### config.mk
export PLATFORM = sky130hd
export DESIGN_NAME = pipe_hazard_ctrl_flat
export DESIGN_NICKNAME = d
export VERILOG_FILES = /design/src/rtl/pipe_hazard_ctrl_if.sv /design/src/rtl/pipe_hazard_ctrl.sv /design/src/flat_wrapper.sv
export SDC_FILE = /design/constraint.sdc
export NUM_CORES = 1
export LEC_CHECK = 0
export CELL_PAD_IN_SITES_DETAIL_PLACEMENT = 0
export CELL_PAD_IN_SITES_GLOBAL_PLACEMENT = 1
export CORE_MARGIN = 5
export CORE_UTILIZATION = 21
export CTS_CLUSTER_DIAMETER = 40
export CTS_CLUSTER_SIZE = 20
export DETAILED_ROUTE_END_ITERATION = 6
export MAX_ROUTING_LAYER = met4
export PLACE_DENSITY = 0.84
export SLEW_MARGIN = 20
export SYNTH_ARGS = -nofsm -noshare
export SYNTH_HDL_FRONTEND = slang
export SYNTH_SLANG_ARGS = --single-unit
### constraint.sdc
create_clock -name clk -period 3.3 [get_ports clk]
set_input_delay 0.99 -clock clk [delete_from_list [all_inputs] [get_ports clk]]
set_output_delay 0.99 -clock clk [all_outputs]
set_load 0.05 [all_outputs]
### src/rtl/pipe_hazard_ctrl_if.sv
// Hazard/stage-control bundle between the pipeline core and pipe_hazard_ctrl.
// The core side (master) raises hazard requests; the sequencer side (slave) returns enables/clears.
interface pipe_hazard_ctrl_if #(
    parameter int CNT_W = 32
);
    logic             lu_req;
    logic             jb;
    logic             halt_req;
    logic             resume;
    logic             mem_busy;
    logic             pc_en;
    logic             if_id_en;
    logic             if_id_clr;
    logic             id_ex_en;
    logic             id_ex_clr;
    logic             ex_mem_en;
    logic             ex_mem_clr;
    logic             mem_wb_en;
    logic             mem_wb_clr;
    logic [1:0]       state;
    logic             halted;
    logic             fault;
    logic [CNT_W-1:0] cyc_cnt;
    logic [CNT_W-1:0] stall_cnt;
    logic [CNT_W-1:0] flush_cnt;

    // Level signals only, no valid/ready pairing: every control is meaningful every cycle.
    modport master (
        output lu_req, jb, halt_req, resume, mem_busy,
        input  pc_en, if_id_en, if_id_clr, id_ex_en, id_ex_clr,
        input  ex_mem_en, ex_mem_clr, mem_wb_en, mem_wb_clr,
        input  state, halted, fault, cyc_cnt, stall_cnt, flush_cnt
    );

    modport slave (
        input  lu_req, jb, halt_req, resume, mem_busy,
        output pc_en, if_id_en, if_id_clr, id_ex_en, id_ex_clr,
        output ex_mem_en, ex_mem_clr, mem_wb_en, mem_wb_clr,
        output state, halted, fault, cyc_cnt, stall_cnt, flush_cnt
    );
endinterface

### src/rtl/pipe_hazard_ctrl.sv
// Prioritised pipeline sequencer: halt > mem wait > jump/branch flush > load-use bubble.
// Optional performance counters are built only when PIPE_PERF_EN is defined.
module pipe_hazard_ctrl #(
    parameter int MEM_TIMEOUT = 16,
    parameter int CNT_W       = 32
) (
    input  logic               clk,
    input  logic               rst_n,
    pipe_hazard_ctrl_if.slave  ctl
);
    localparam int WAIT_W = $clog2(MEM_TIMEOUT);

    typedef enum logic [1:0] {
        ST_RUN      = 2'd0,
        ST_MEM_WAIT = 2'd1,
        ST_HALTED   = 2'd2,
        ST_FAULT    = 2'd3
    } state_t;

    state_t            r_state;
    logic [WAIT_W-1:0] r_wait_cnt;
    logic              r_resume_q;
    logic              r_halt_mask;

    logic w_halt_eff;
    logic w_resume_rise;
    logic w_pc_en;
    logic w_if_id_en;
    logic w_if_id_clr;
    logic w_id_ex_en;
    logic w_id_ex_clr;
    logic w_ex_mem_en;
    logic w_ex_mem_clr;
    logic w_mem_wb_en;
    logic w_mem_wb_clr;

    // halt_mask lets the syscall that caused the halt retire on the first cycle after resume.
    assign w_halt_eff    = ctl.halt_req & ~r_halt_mask;
    assign w_resume_rise = ctl.resume & ~r_resume_q;

    always_comb begin
        w_pc_en      = 1'b0;
        w_if_id_en   = 1'b0;
        w_if_id_clr  = 1'b0;
        w_id_ex_en   = 1'b0;
        w_id_ex_clr  = 1'b0;
        w_ex_mem_en  = 1'b0;
        w_ex_mem_clr = 1'b0;
        w_mem_wb_en  = 1'b0;
        w_mem_wb_clr = 1'b0;
        if (!rst_n) begin
            w_if_id_clr  = 1'b1;
            w_id_ex_clr  = 1'b1;
            w_ex_mem_clr = 1'b1;
            w_mem_wb_clr = 1'b1;
        end else if (r_state == ST_RUN) begin
            if (w_halt_eff || ctl.mem_busy) begin
                w_pc_en = 1'b0;
            end else if (ctl.jb) begin
                w_pc_en     = 1'b1;
                w_if_id_en  = 1'b1;
                w_if_id_clr = 1'b1;
                w_id_ex_en  = 1'b1;
                w_id_ex_clr = 1'b1;
                w_ex_mem_en = 1'b1;
                w_mem_wb_en = 1'b1;
            end else if (ctl.lu_req) begin
                // Hold PC and IF_ID, inject a bubble into ID_EX, let the back end drain.
                w_id_ex_en  = 1'b1;
                w_id_ex_clr = 1'b1;
                w_ex_mem_en = 1'b1;
                w_mem_wb_en = 1'b1;
            end else begin
                w_pc_en     = 1'b1;
                w_if_id_en  = 1'b1;
                w_id_ex_en  = 1'b1;
                w_ex_mem_en = 1'b1;
                w_mem_wb_en = 1'b1;
            end
        end
    end

    always_ff @(posedge clk) begin
        if (!rst_n) begin
            r_state     <= ST_RUN;
            r_wait_cnt  <= '0;
            r_resume_q  <= 1'b0;
            r_halt_mask <= 1'b0;
        end else begin
            r_resume_q <= ctl.resume;
            case (r_state)
                ST_RUN: begin
                    r_halt_mask <= 1'b0;
                    if (w_halt_eff) begin
                        r_state <= ST_HALTED;
                    end else if (ctl.mem_busy) begin
                        r_wait_cnt <= WAIT_W'(1);
                        r_state    <= ST_MEM_WAIT;
                    end
                end
                ST_MEM_WAIT: begin
                    if (!ctl.mem_busy) begin
                        r_wait_cnt <= '0;
                        r_state    <= ST_RUN;
                    end else if (r_wait_cnt == WAIT_W'(MEM_TIMEOUT - 1)) begin
                        r_state <= ST_FAULT;
                    end else begin
                        r_wait_cnt <= r_wait_cnt + 1'b1;
                    end
                end
                ST_HALTED: begin
                    if (w_resume_rise) begin
                        r_state     <= ST_RUN;
                        r_halt_mask <= 1'b1;
                    end
                end
                default: r_state <= ST_FAULT;
            endcase
        end
    end

    assign ctl.pc_en      = w_pc_en;
    assign ctl.if_id_en   = w_if_id_en;
    assign ctl.if_id_clr  = w_if_id_clr;
    assign ctl.id_ex_en   = w_id_ex_en;
    assign ctl.id_ex_clr  = w_id_ex_clr;
    assign ctl.ex_mem_en  = w_ex_mem_en;
    assign ctl.ex_mem_clr = w_ex_mem_clr;
    assign ctl.mem_wb_en  = w_mem_wb_en;
    assign ctl.mem_wb_clr = w_mem_wb_clr;
    assign ctl.state      = r_state;
    assign ctl.halted     = rst_n && (r_state == ST_HALTED);
    assign ctl.fault      = rst_n && (r_state == ST_FAULT);

`ifdef PIPE_PERF_EN
    logic [CNT_W-1:0] r_cyc_cnt;
    logic [CNT_W-1:0] r_stall_cnt;
    logic [CNT_W-1:0] r_flush_cnt;
    logic             w_stall;
    logic             w_flush;

    assign w_stall = !w_pc_en && ((r_state == ST_RUN) || (r_state == ST_MEM_WAIT));
    assign w_flush = (r_state == ST_RUN) && !w_halt_eff && !ctl.mem_busy && ctl.jb;

    always_ff @(posedge clk) begin
        if (!rst_n) begin
            r_cyc_cnt   <= '0;
            r_stall_cnt <= '0;
            r_flush_cnt <= '0;
        end else begin
            r_cyc_cnt <= r_cyc_cnt + 1'b1;
            if (w_stall) r_stall_cnt <= r_stall_cnt + 1'b1;
            if (w_flush) r_flush_cnt <= r_flush_cnt + 1'b1;
        end
    end

    assign ctl.cyc_cnt   = r_cyc_cnt;
    assign ctl.stall_cnt = r_stall_cnt;
    assign ctl.flush_cnt = r_flush_cnt;
`else
    assign ctl.cyc_cnt   = '0;
    assign ctl.stall_cnt = '0;
    assign ctl.flush_cnt = '0;
`endif
endmodule

### src/flat_wrapper.sv
// flat-port wrapper written by rule: the top's interface ports become plain ports
module pipe_hazard_ctrl_flat 
#(
    parameter int MEM_TIMEOUT = 16,
    parameter int CNT_W       = 32
)
  (clk, rst_n, ctl_lu_req, ctl_jb, ctl_halt_req, ctl_resume, ctl_mem_busy, ctl_pc_en, ctl_if_id_en, ctl_if_id_clr, ctl_id_ex_en, ctl_id_ex_clr, ctl_ex_mem_en, ctl_ex_mem_clr, ctl_mem_wb_en, ctl_mem_wb_clr, ctl_state, ctl_halted, ctl_fault, ctl_cyc_cnt, ctl_stall_cnt, ctl_flush_cnt);
  pipe_hazard_ctrl_if #(.CNT_W(CNT_W)) ctl_i ();
  input  logic clk;
  input  logic rst_n;
  input wire logic [$bits(ctl_i.lu_req)-1:0] ctl_lu_req;
  input wire logic [$bits(ctl_i.jb)-1:0] ctl_jb;
  input wire logic [$bits(ctl_i.halt_req)-1:0] ctl_halt_req;
  input wire logic [$bits(ctl_i.resume)-1:0] ctl_resume;
  input wire logic [$bits(ctl_i.mem_busy)-1:0] ctl_mem_busy;
  output wire logic [$bits(ctl_i.pc_en)-1:0] ctl_pc_en;
  output wire logic [$bits(ctl_i.if_id_en)-1:0] ctl_if_id_en;
  output wire logic [$bits(ctl_i.if_id_clr)-1:0] ctl_if_id_clr;
  output wire logic [$bits(ctl_i.id_ex_en)-1:0] ctl_id_ex_en;
  output wire logic [$bits(ctl_i.id_ex_clr)-1:0] ctl_id_ex_clr;
  output wire logic [$bits(ctl_i.ex_mem_en)-1:0] ctl_ex_mem_en;
  output wire logic [$bits(ctl_i.ex_mem_clr)-1:0] ctl_ex_mem_clr;
  output wire logic [$bits(ctl_i.mem_wb_en)-1:0] ctl_mem_wb_en;
  output wire logic [$bits(ctl_i.mem_wb_clr)-1:0] ctl_mem_wb_clr;
  output wire logic [$bits(ctl_i.state)-1:0] ctl_state;
  output wire logic [$bits(ctl_i.halted)-1:0] ctl_halted;
  output wire logic [$bits(ctl_i.fault)-1:0] ctl_fault;
  output wire logic [$bits(ctl_i.cyc_cnt)-1:0] ctl_cyc_cnt;
  output wire logic [$bits(ctl_i.stall_cnt)-1:0] ctl_stall_cnt;
  output wire logic [$bits(ctl_i.flush_cnt)-1:0] ctl_flush_cnt;
  assign ctl_i.lu_req = ctl_lu_req;
  assign ctl_i.jb = ctl_jb;
  assign ctl_i.halt_req = ctl_halt_req;
  assign ctl_i.resume = ctl_resume;
  assign ctl_i.mem_busy = ctl_mem_busy;
  assign ctl_pc_en = ctl_i.pc_en;
  assign ctl_if_id_en = ctl_i.if_id_en;
  assign ctl_if_id_clr = ctl_i.if_id_clr;
  assign ctl_id_ex_en = ctl_i.id_ex_en;
  assign ctl_id_ex_clr = ctl_i.id_ex_clr;
  assign ctl_ex_mem_en = ctl_i.ex_mem_en;
  assign ctl_ex_mem_clr = ctl_i.ex_mem_clr;
  assign ctl_mem_wb_en = ctl_i.mem_wb_en;
  assign ctl_mem_wb_clr = ctl_i.mem_wb_clr;
  assign ctl_state = ctl_i.state;
  assign ctl_halted = ctl_i.halted;
  assign ctl_fault = ctl_i.fault;
  assign ctl_cyc_cnt = ctl_i.cyc_cnt;
  assign ctl_stall_cnt = ctl_i.stall_cnt;
  assign ctl_flush_cnt = ctl_i.flush_cnt;
  pipe_hazard_ctrl #(.MEM_TIMEOUT(MEM_TIMEOUT), .CNT_W(CNT_W)) u_core (.clk(clk), .rst_n(rst_n), .ctl(ctl_i));
endmodule
==> results.rst <==
.. list-table::
   :header-rows: 1

   * - Metric
     - Value
   * - Clk Tree Root Cell
     - sky130_fd_sc_hd__clkbuf_8
   * - Buffer depth of the longest clock path
     - 2
   * - Normalized max-slew margin
     - 65.4%
   * - Static leakage power
     - 0.675 nW
   * - Aggregate routed wire length
     - 2190 µm
   * - Final HPWL DP
     - 1940 µm
   * - Detailed router's first-iteration violation count
     - 43
   * - Final standard cell utilization of the core
     - 22.3%
   * - Final setup fails
     - 0
   * - Endpoint kind of the worst setup timing path
     - primary output
   * - Warnings, synthesis
     - 0
   * - Post-route clock period utilization
     - 97.9%
   * - Instance count on the critical path
     - 4
   * - Vias in the first global route
     - approximately 650
   * - Post-Synthesis Cell Area
     - between 1000 and 1500 µm²
   * - Critical path launch point type
     - input port
   * - Maximum number of pins on one net before global-route repair
     - 13
   * - DIE HEIGHT
     - 86.9 µm
   * - Sequential area share after synthesis
     - 12.9%
   * - Depth of the worst register-to-register path
     - 5
   * - Share of Yosys cell area claimed by the top area cell type
     - about 60%
   * - GRT met1 Usage
     - 6.14%
   * - Synth Area per Inst
     - 7.77 µm²
   * - Post-route cell area
     - 1310 µm²
   * - Buffers & Inverters on Critical Path
     - 2
   * - Width of the die
     - ~87 µm
   * - Number of routed nets with antenna violations
     - 0
   * - Register bit count reported by yosys
     - 8
   * - Req. time, crit path
     - approximately 2.3 ns
   * - Slowest stage delay, CP
     - roughly 0.64 ns
   * - Core region area
     - 5850 µm²
   * - Arrival time at the worst endpoint
     - 2.24 ns
   * - Fraction of layout instances using a drive strength above 1
     - 15.1%
   * - Number of buffers created by CTS
     - 3
   * - Initial core utilization
     - around a fifth
   * - Power density over the cells
     - 454 nW/µm²
   * - Clock-pin slew of the registers on the worst-case setup and hold paths
     - about 0.04 ns
   * - Number of antenna violations at the first check in global routing
     - 0
   * - Critical Path Fanout Max
     - 7
   * - Peak supply drop
     - 0.0988 mV
   * - DRT Pass-1 Iters
     - 4
   * - Number of maximum-capacitance constraint violations
     - 0
   * - Met3 demand-to-capacity share in global routing
     - 2.08%
   * - Via-per-instance ratio
     - 2.97
   * - EDFF count, synth
     - 0
   * - Sum of overflow across all layers after global routing
     - 0
   * - Fraction of met2 tracks used by global routing
     - approximately 8.4%
   * - Global-route wire length before repair
     - around 3000 µm
   * - H-Tree Level Count
     - 1
   * - Number of I/O pins
     - 116
   * - TritonCTS clock tree
     - done
   * - Hold Path Class
     - flop to flop
   * - Area of the die
     - approximately 7600 µm²
   * - Cells taking the most area after synthesis
     - sky130_fd_sc_hd__buf_4 (60%), sky130_fd_sc_hd__dfxtp_1 (13%), sky130_fd_sc_hd__buf_6 (1.8%), sky130_fd_sc_hd__nand2_1 (1.8%), sky130_fd_sc_hd__nor2_1 (1.8%)
   * - Row count
     - 28
   * - Max Clock Skew
     - about 0.0019 ns
   * - Number of nets in the final layout
     - 189
   * - Result of the run
     - finished, final reports clean
   * - Number of port buffers
     - 19
   * - Top cell types by occurrence after synthesis
     - sky130_fd_sc_hd__buf_4 (100), sky130_fd_sc_hd__dfxtp_1 (8), sky130_fd_sc_hd__nand2_1 (6), sky130_fd_sc_hd__nor2_1 (6)
   * - Slowest cell on crit path
     - sky130_fd_sc_hd__clkdlybuf4s50_1
   * - GPL Wtd Cong
     - between 0.7 and 0.8
   * - DRC violation count after routing
     - 0
   * - Number of vias in the routed layout
     - 754
   * - Post-Route Hold Slack
     - 0.471 ns
   * - Fin crit period
     - 3.23 ns
   * - Unrepaired setup endpoints after global routing
     - false
   * - Layout overhead on the synthesized area
     - 5.14%
   * - Fmax
     - about 0.31 GHz
   * - Dpl cell area
     - 1260 µm²
   * - Cell-by-cell listing of the critical path
     - clkdlybuf4s50_1 > and2_4 > a21boi_4 > buf_12
   * - Crit Path Class
     - input port to primary output
   * - Flip-flop cell with the highest count after synthesis
     - sky130_fd_sc_hd__dfxtp_1
   * - Post-synthesis async set-or-reset flop share
     - 0%
   * - Routing layer with the top usage in global route
     - met2
   * - Slew of the pin with the lowest slew margin
     - 0.517 ns
   * - Dominant delay contributor by cell family on the critical path
     - buffers and inverters
   * - Number of buffers inserted by post-CTS setup repair
     - 0
   * - Max Transition Viols Final
     - 0
   * - Endpoints failing hold
     - 0
   * - TritonCTS sink count
     - 8
   * - # diodes
     - 0
   * - Detail-routed net length per standard cell
     - 8.60 µm
   * - Post-Synthesis Cells
     - 160
   * - Number of hold buffers added after cts
     - 0
   * - Cell type with the largest total area after synthesis
     - sky130_fd_sc_hd__buf_4
   * - Synth unique cells
     - 29
   * - Worst hold stages
     - 2
   * - Overall routing resource usage
     - 5.17%
   * - Clock latency reported for the late side of the worst-skew pair
     - between 0.2 and 0.25 ns
   * - Most frequently used cell type in the post-synthesis netlist
     - sky130_fd_sc_hd__buf_4
[where the power goes]
part           total, mW  switching [mW]  internal (mW)
sequential         0.113          0.0107          0.103
clock              0.115          0.0363         0.0788
combinational      0.364           0.306         0.0581
[final timing paths]
kind                        startpoint                    to  slack, ns
hold / removal    u_core.r_wait_cnt[1]  u_core.r_wait_cnt[1]       0.47
setup reg to reg  u_core.r_wait_cnt[0]   u_core.ctl.state[1]       1.95
hold reg to reg   u_core.r_wait_cnt[1]  u_core.r_wait_cnt[1]       0.47
setup / recovery                 rst_n          ctl_if_id_en       0.07
[placed cells by master, fill, tap and decap left out, drive strengths merged]
cell type      count
ha                 1
a211oi             2
and2b              1
clkbuf             3
nand2b             2
dlymetal6s2s       1
buf               16
o22ai              1
o21ai              5
nand3              2
dfxtp              8
clkdlybuf4s50      6
a21boi             2
inv                4
o21a               1
and2               2
nor2               7
nand2              6
nor4               1
o221a              2
nor3               1
a311oi             2
nand3b             1
dlygate4sd2        1
conb              96
and3               2
a21oi              3
[per-layer routing]
metal | share of wire, % | routed length [µm]
met4 | 0 | 0
met2 | 51 | 1110
met3 | 16 | 356
met5 | 0 | 0
met1 | 33 | 717
[registers in the layout (all words and copies together) (netlist names)]
| register | flops |
|---|---|
| u_core.r_wait_cnt | 4 |
| u_core.ctl.state | 2 |
| u_core.r_halt_mask | 1 |
| u_core.r_resume_q | 1 |
[area by class of cell]
cell class                 instances  area [µm²]
timing repair buffer              24         339
inverter                           4        15.0
tap                               75        93.8
sequential                         8         160
multi-input combinational        140         657
clock buffer                       3        41.3
fill                             647        4540
[cells by family (layout without fill, tap and decap cells)]
kind of cell | after synthesis | count (layout) | synth area share (%)
AO/OA/AOI/OAI | 18 | 18 | 10.8
adder cells (fa/ha/maj) | 1 | 1 | 1.01
buffers and inverters | 107 | 31 | 63.7
flip-flops | 8 | 8 | 12.9
other | 1 | 96 | 0.302
AND/OR/NAND/NOR | 25 | 25 | 11.3
[through the flow]
step / worst slack (ns) / power, mW / TNS, ns / std cells
6_report: 0.0685 / 0.593 / 0 / 254
5_1_grt: 0.0314 / 0.620 / 0 / 254
4_1_cts: 0.0458 / 0.595 / 0 / 254
3_5_place_dp: -0.0598 / 0.477 / -0.119 / 251
3_3_place_gp: -0.0679 / 0.476 / -0.136 / 251
2_1_floorplan: 0.0246 / 0.515 / 0 / 255
[timing repair]
action,CTS,global route
pin swaps,1,1
gates resized for setup,1,1
setup endpoints to repair,2,2
cloned,0,0
[worst reg2reg max path, stage by stage, from the launching register on]
cell,delay (ns)
sky130_fd_sc_hd__dfxtp_1,0.33
sky130_fd_sc_hd__ha_1,0.24
sky130_fd_sc_hd__and3_1,0.23
sky130_fd_sc_hd__a21oi_1,0.20
sky130_fd_sc_hd__nor2_1,0.06
sky130_fd_sc_hd__o21a_1,0.17
(Power assumes the default switching activity.)
